`src/rtl/ttt_move_controller.sv`:
```
// Tic-tac-toe game controller: owns the board, validates alternating moves,
// samples the downstream winner detector and latches the game result.
module ttt_move_controller #(
    parameter int unsigned FIRST_PLAYER   = 0,
    parameter int unsigned TIMEOUT_CYCLES = 1000,
    parameter int unsigned TW             = 16
) (
    input  logic       clk,
    input  logic       reset,
    input  logic       restart,
    input  logic       play,
    input  logic [3:0] move_pos,
    input  logic       win_in,
    input  logic [1:0] who_in,
    output logic [1:0] pos1,
    output logic [1:0] pos2,
    output logic [1:0] pos3,
    output logic [1:0] pos4,
    output logic [1:0] pos5,
    output logic [1:0] pos6,
    output logic [1:0] pos7,
    output logic [1:0] pos8,
    output logic [1:0] pos9,
    output logic       turn,
    output logic [3:0] move_cnt,
    output logic       illegal,
    output logic       game_over,
    output logic [1:0] winner,
    output logic       draw
);

    localparam int unsigned NCELLS = 9;
    localparam int unsigned CW     = 2;
    localparam int unsigned MCW    = 4;

    localparam logic [CW-1:0]  CELL_EMPTY = 2'b00;
    localparam logic [CW-1:0]  CELL_X     = 2'b10;
    localparam logic [CW-1:0]  CELL_O     = 2'b01;
    localparam logic [CW-1:0]  WIN_X      = 2'b01;
    localparam logic [CW-1:0]  WIN_O      = 2'b10;
    localparam logic [CW-1:0]  WIN_NONE   = 2'b00;
    localparam logic [MCW-1:0] FULL_BOARD = 4'd9;

    localparam logic [TW-1:0] TMAX   = '1;
    localparam logic [TW-1:0] TLIMIT = (TIMEOUT_CYCLES == 0) ? '0 : TW'(TIMEOUT_CYCLES - 1);
    localparam bit            TO_EN  = (TIMEOUT_CYCLES != 0);
    localparam logic          TURN0  = 1'(FIRST_PLAYER);

    typedef enum logic [1:0] {
        WAIT  = 2'd0,
        CHECK = 2'd1,
        DONE  = 2'd2
    } state_t;

    state_t          state, state_nxt;
    logic [CW-1:0]   board     [NCELLS];
    logic [CW-1:0]   board_nxt [NCELLS];
    logic            turn_nxt;
    logic [MCW-1:0]  move_cnt_nxt;
    logic            illegal_nxt;
    logic            game_over_nxt;
    logic [CW-1:0]   winner_nxt;
    logic            draw_nxt;
    logic [TW-1:0]   timer, timer_nxt;
    logic            target_free;

    // Target cell is on the board and currently empty.
    always_comb begin
        target_free = 1'b0;
        for (int i = 0; i < NCELLS; i++) begin
            if (move_pos == MCW'(i + 1) && board[i] == CELL_EMPTY) begin
                target_free = 1'b1;
            end
        end
    end

    // State register and all registered outputs; restart behaves as reset.
    always_ff @(posedge clk) begin
        if (reset || restart) begin
            state     <= WAIT;
            for (int i = 0; i < NCELLS; i++) begin
                board[i] <= CELL_EMPTY;
            end
            turn      <= TURN0;
            move_cnt  <= '0;
            illegal   <= 1'b0;
            game_over <= 1'b0;
            winner    <= WIN_NONE;
            draw      <= 1'b0;
            timer     <= '0;
        end else begin
            state     <= state_nxt;
            for (int i = 0; i < NCELLS; i++) begin
                board[i] <= board_nxt[i];
            end
            turn      <= turn_nxt;
            move_cnt  <= move_cnt_nxt;
            illegal   <= illegal_nxt;
            game_over <= game_over_nxt;
            winner    <= winner_nxt;
            draw      <= draw_nxt;
            timer     <= timer_nxt;
        end
    end

    // Next-state and next-output logic.
    always_comb begin
        state_nxt    = state;
        for (int i = 0; i < NCELLS; i++) begin
            board_nxt[i] = board[i];
        end
        turn_nxt     = turn;
        move_cnt_nxt = move_cnt;
        illegal_nxt  = 1'b0;
        winner_nxt   = winner;
        draw_nxt     = draw;
        timer_nxt    = timer;

        unique case (state)
            WAIT: begin
                if (play) begin
                    timer_nxt = '0;
                    if (target_free) begin
                        for (int i = 0; i < NCELLS; i++) begin
                            if (move_pos == MCW'(i + 1)) begin
                                board_nxt[i] = turn ? CELL_O : CELL_X;
                            end
                        end
                        move_cnt_nxt = move_cnt + 4'd1;
                        state_nxt    = CHECK;
                    end else begin
                        illegal_nxt = 1'b1;
                    end
                end else if (TO_EN && timer == TLIMIT) begin
                    // Idle player forfeits to the opponent.
                    winner_nxt = turn ? WIN_X : WIN_O;
                    draw_nxt   = 1'b0;
                    state_nxt  = DONE;
                end else if (timer != TMAX) begin
                    timer_nxt = timer + TW'(1);
                end
            end
            CHECK: begin
                if (win_in) begin
                    winner_nxt = who_in;
                    state_nxt  = DONE;
                end else if (move_cnt == FULL_BOARD) begin
                    draw_nxt   = 1'b1;
                    winner_nxt = WIN_NONE;
                    state_nxt  = DONE;
                end else begin
                    turn_nxt  = ~turn;
                    state_nxt = WAIT;
                end
            end
            DONE: begin
                state_nxt = DONE;
            end
            default: begin
                state_nxt = WAIT;
            end
        endcase

        game_over_nxt = (state_nxt == DONE);
    end

    assign pos1 = board[0];
    assign pos2 = board[1];
    assign pos3 = board[2];
    assign pos4 = board[3];
    assign pos5 = board[4];
    assign pos6 = board[5];
    assign pos7 = board[6];
    assign pos8 = board[7];
    assign pos9 = board[8];

endmodule

```
`config.mk`:
```
export PLATFORM = sky130hd
export DESIGN_NAME = ttt_move_controller
export DESIGN_NICKNAME = d
export VERILOG_FILES = /design/src/rtl/ttt_move_controller.sv
export SDC_FILE = /design/constraint.sdc
export NUM_CORES = 1
export LEC_CHECK = 0
export ABC_AREA = 1
export BUFFER_PORTS_ARGS = -buffer_cell sky130_fd_sc_hd__buf_2
export CAP_MARGIN = 40
export CORE_ASPECT_RATIO = 1.2
export CORE_UTILIZATION = 49
export CTS_BUF_LIST = sky130_fd_sc_hd__clkbuf_2
export DETAILED_ROUTE_END_ITERATION = 6
export PLACE_DENSITY_LB_ADDON = 0.25
export SYNTH_ARGS = -nofsm -noshare
export SYNTH_HDL_FRONTEND = slang
export SYNTH_SLANG_ARGS = --single-unit
```
`constraint.sdc`:
```
create_clock -name clk -period 1.8 [get_ports clk]
set_input_delay 0.09 -clock clk [delete_from_list [all_inputs] [get_ports clk]]
set_output_delay 0.09 -clock clk [all_outputs]
set_load 0.01 [all_outputs]
```
==> summary.md <==
| Metric | Value |
|---|---|
| CP endpoint kind | flip-flop |
| Final-report max-slew violation count | 0 |
| Clock sink count | 46 |
| Total track usage | 0.2310 |
| Die area | around 0.0056 mm^2 |
| I/O Pins | 39 |
| Startpoint types | flip-flop |
| Cell family with most CP delay | simple AND/OR/NAND/NOR gates |
| Drt total wl | 5877 um |
| Commonest non-fill, non-tap cell in the layout | nand2_1 |
| Hold buffers post-CTS | 0 |
| Initial antenna violation count | 0 |
| Slew @ Worst Pin | roughly 660 ps |
| CP arrival | ~2000 ps |
| Skew-Pair Late Insertion Delay | roughly 430 ps |
| Ranking of synthesized cells by area | dfxtp_1 (35%), nand2_1 (11%), nor2_1 (10%) |
| Gr busiest metal | met2 |
| Synth Warn # | 0 |
| Vias in the first global route | between 2,000 and 2,500 |
| Starting DRC count in detailed routing | 115 |
| Tmin final | 1678 ps |
| Status | completed |
| Netlist cell types | 33 |
| Number of CTS-inserted buffers | 5 |
| VDD IR max | between 0.3 and 0.4 mV |
| Grt met3 use | 0.03889 |
| Clock-pin slew on the worst setup and hold paths | about 240 ps |
| Final hold vios | 0 |
| First-pass GRT wire length | 9880 um |
| Post-synthesis cell count | slightly below 400 |
| GP Congestion | roughly 0.9 |
| Reg-to-reg startpoint | timer[0] |
| Die Y-Extent | slightly above 80 um |
| Most numerous cell on the critical path | nand2_1 |
| Worst path slowest cell | dfxtp_2 |
| Routed Antenna Nets | 0 |
| Drt via density | approximately 5.2 |
| DR DRC count | 0 |
| N_diodes | 0 |
| Clock buffer depth | 2 |
| Crit path largest cell delay | 430 ps |
| Grt ovf | 0 |
| Detailed Place HPWL | between 4000 and 5000 um |
| Min-delay src | play |
| Post-Syn Nets | approximately 400 |
| Static Leak | roughly 1.2 nW |
| Hold Crit Class | in -> reg |
| Vias | 2,529 |
| R2R Path End | timer[5] |
| Worst reg-to-reg path cell count | 11 |
| Relative slew slack | 0.5587 |
| Period utilisation layout | 0.9322 |
| Initial core utilization | 0.5192 |
| Max Freq | approximately 0.6 GHz |
| Clock Skews | 26.77 ps |
| Flop2flop setup slack | between 100 and 150 ps |
| Layout area overhead | 12.27% |
| CTS tree | yes |
| Post-Layout Inst Area | around 0.0029 mm^2 |
| Port-buffer cells | 38 |
| WL/cell | 11.97 um |
| Flop and latch count out of synthesis | between 40 and 50 |
| DR pass1 iterations | 4 |
| Core Box Area | 0.005010 mm^2 |
| Hold path cells | 4 |
| Hold Path Sink | timer[12] |
| GR Layer Usage met1 | 0.2733 |
| Crit path max fanout | 15 |
| Most frequent cells in the layout | nand2_1 (75), nor2_1 (71), inv_1 (47) |
| Root buffer cell | clkbuf_2 |
| NumNets Final | around 440 |
| Row Count | 28 |
| Yosys top cell area share | 0.3540 |
| Crit. path cell count | 11 |
| Fillcell total | 515 |
| Dpl cell area | ~0.0028 mm^2 |
| GR Util met2 | 0.4000 |
| Largest net degree at the start of global routing | 26 |
| Synthesized area per cell | 6.722 um^2 |
| Die Width | a little under 70 um |
| RSZ-0062 raised after global routing | false |
| Register area share after synthesis | 0.3540 |
| Max-cap viol count | 0 |
| WS Path Type | reg -> reg |
| Pwr Density | between 500 and 600 mW/mm^2 |
| Setup-failing EPs final | 0 |
| Worst path bufs/invs | 2 |
| Synth area leader | dfxtp_1 |
| Share of post-route cells with drive strength above 1 | 0.2019 |
| Setup_tns | 0 ps |
| CP cell instances | ha_2 -> nand3_1 -> nor2_4 -> nand4_2 -> inv_1 -> nor2_4 -> buf_12 -> nand2_1 -> nand2_1 -> nand2_1 -> nor2_1 |
| CTS H-tree depth | 2 |
| Post-Syn Area | 0.002601 mm^2 |
| Data required, critical path | approximately 2200 ps |
-- synth_stat cells --
master and n:
nand3_1 32, o31ai_1 1, nand3_2 5, and2_1 1, inv_1 47, nand4_1 15
a31oi_1 2, o21ai_0 5, nand2_1 75, clkbuf_1 5, nand2_4 1, nand3_4 1
nor3_1 8, buf_2 1, nor2_4 3, nor2_2 6, buf_8 1, nor3_2 1
clkinv_1 1, buf_6 3, nand2_2 3, nand4_2 1, xor2_1 8, xnor2_1 3
a21oi_1 27, and3_1 2, a31o_2 1, nor2_1 71, inv_2 3, a21oi_2 3
ha_1 3, dfxtp_1 46, buf_4 2
-- worst min-delay path, cell delays in order --
cell     delay, ps
buf_2          200
nor2_1          70
nand2_1         40
a21oi_1         50
-- kinds of logic after synthesis --
logic type,synth area share
and+or+nand+nor,0.4045
buffers and inverters,0.1073
DFF,0.3540
AOI/OAI and AO/OA,0.08273
xor gates and xnor gates,0.03704
adders and majority gates,0.01443
-- how the worst max path moves through the flow --
stage / start / end / slack, ps
floorplan: timer[0] / timer[8] / 270
global placement: timer[0] / timer[5] / 110
detailed placement: timer[0] / timer[5] / 30
CTS: timer[0] / timer[5] / 0.9
global route: timer[0] / timer[5] / 6
finish: timer[0] / timer[5] / 120
-- timing repair --
item / in CTS / in global routing
gates resized for setup: 0 / 3
buffers inserted: 0 / 1
endpoints found under the hold margin: 0 / 0
endpoints found under the setup margin: 0 / 15
-- where the power goes --
part           switching (mW)  total (mW)  internal (mW)
sequential            0.00798        1.04           1.03
combinational           0.136       0.195         0.0595
clock                   0.361       0.461         0.0996
-- through the flow --
stage	hold slack (ps)	setup slack, ps	cells	util	power [mW]
floorplan	295.4	266.0	387	-	1.209
global placement	449.6	109.8	482	0.5682	1.245
detailed placement	452.4	31.36	482	0.5682	1.248
CTS	17.71	0.9190	490	0.5779	1.714
global route	23.92	6.365	491	0.5829	1.773
finish	38.93	122.1	491	0.5829	1.695
-- sequential cells by signal (all words and copies together) (netlist names) --
| signal | cells |
|---|---|
| board | 18 |
| draw | 1 |
| game_over | 1 |
| illegal | 1 |
| move_cnt | 4 |
| state | 2 |
| timer | 16 |
| turn | 1 |
| winner | 2 |
-- area by class of cell --
type | count | area (um^2) | share of cell area
multi-input cells | 278 | 1404 | 0.4807
flip-flops and latches | 46 | 923.4 | 0.3162
repair buffers | 48 | 277.8 | 0.09512
inverters | 51 | 191.4 | 0.06555
well taps | 60 | 75.07 | 0.02571
clock buffers | 5 | 25.02 | 0.008569
clock inverters | 3 | 23.77 | 0.008141
-- metal layers --
layer	part of all wire	vias up
met5	0	-
met4	0.026	0
met3	0.037	14
met2	0.48	61
met1	0.46	1133
li1	-	1321
Power figures use the tool's default switching activity.
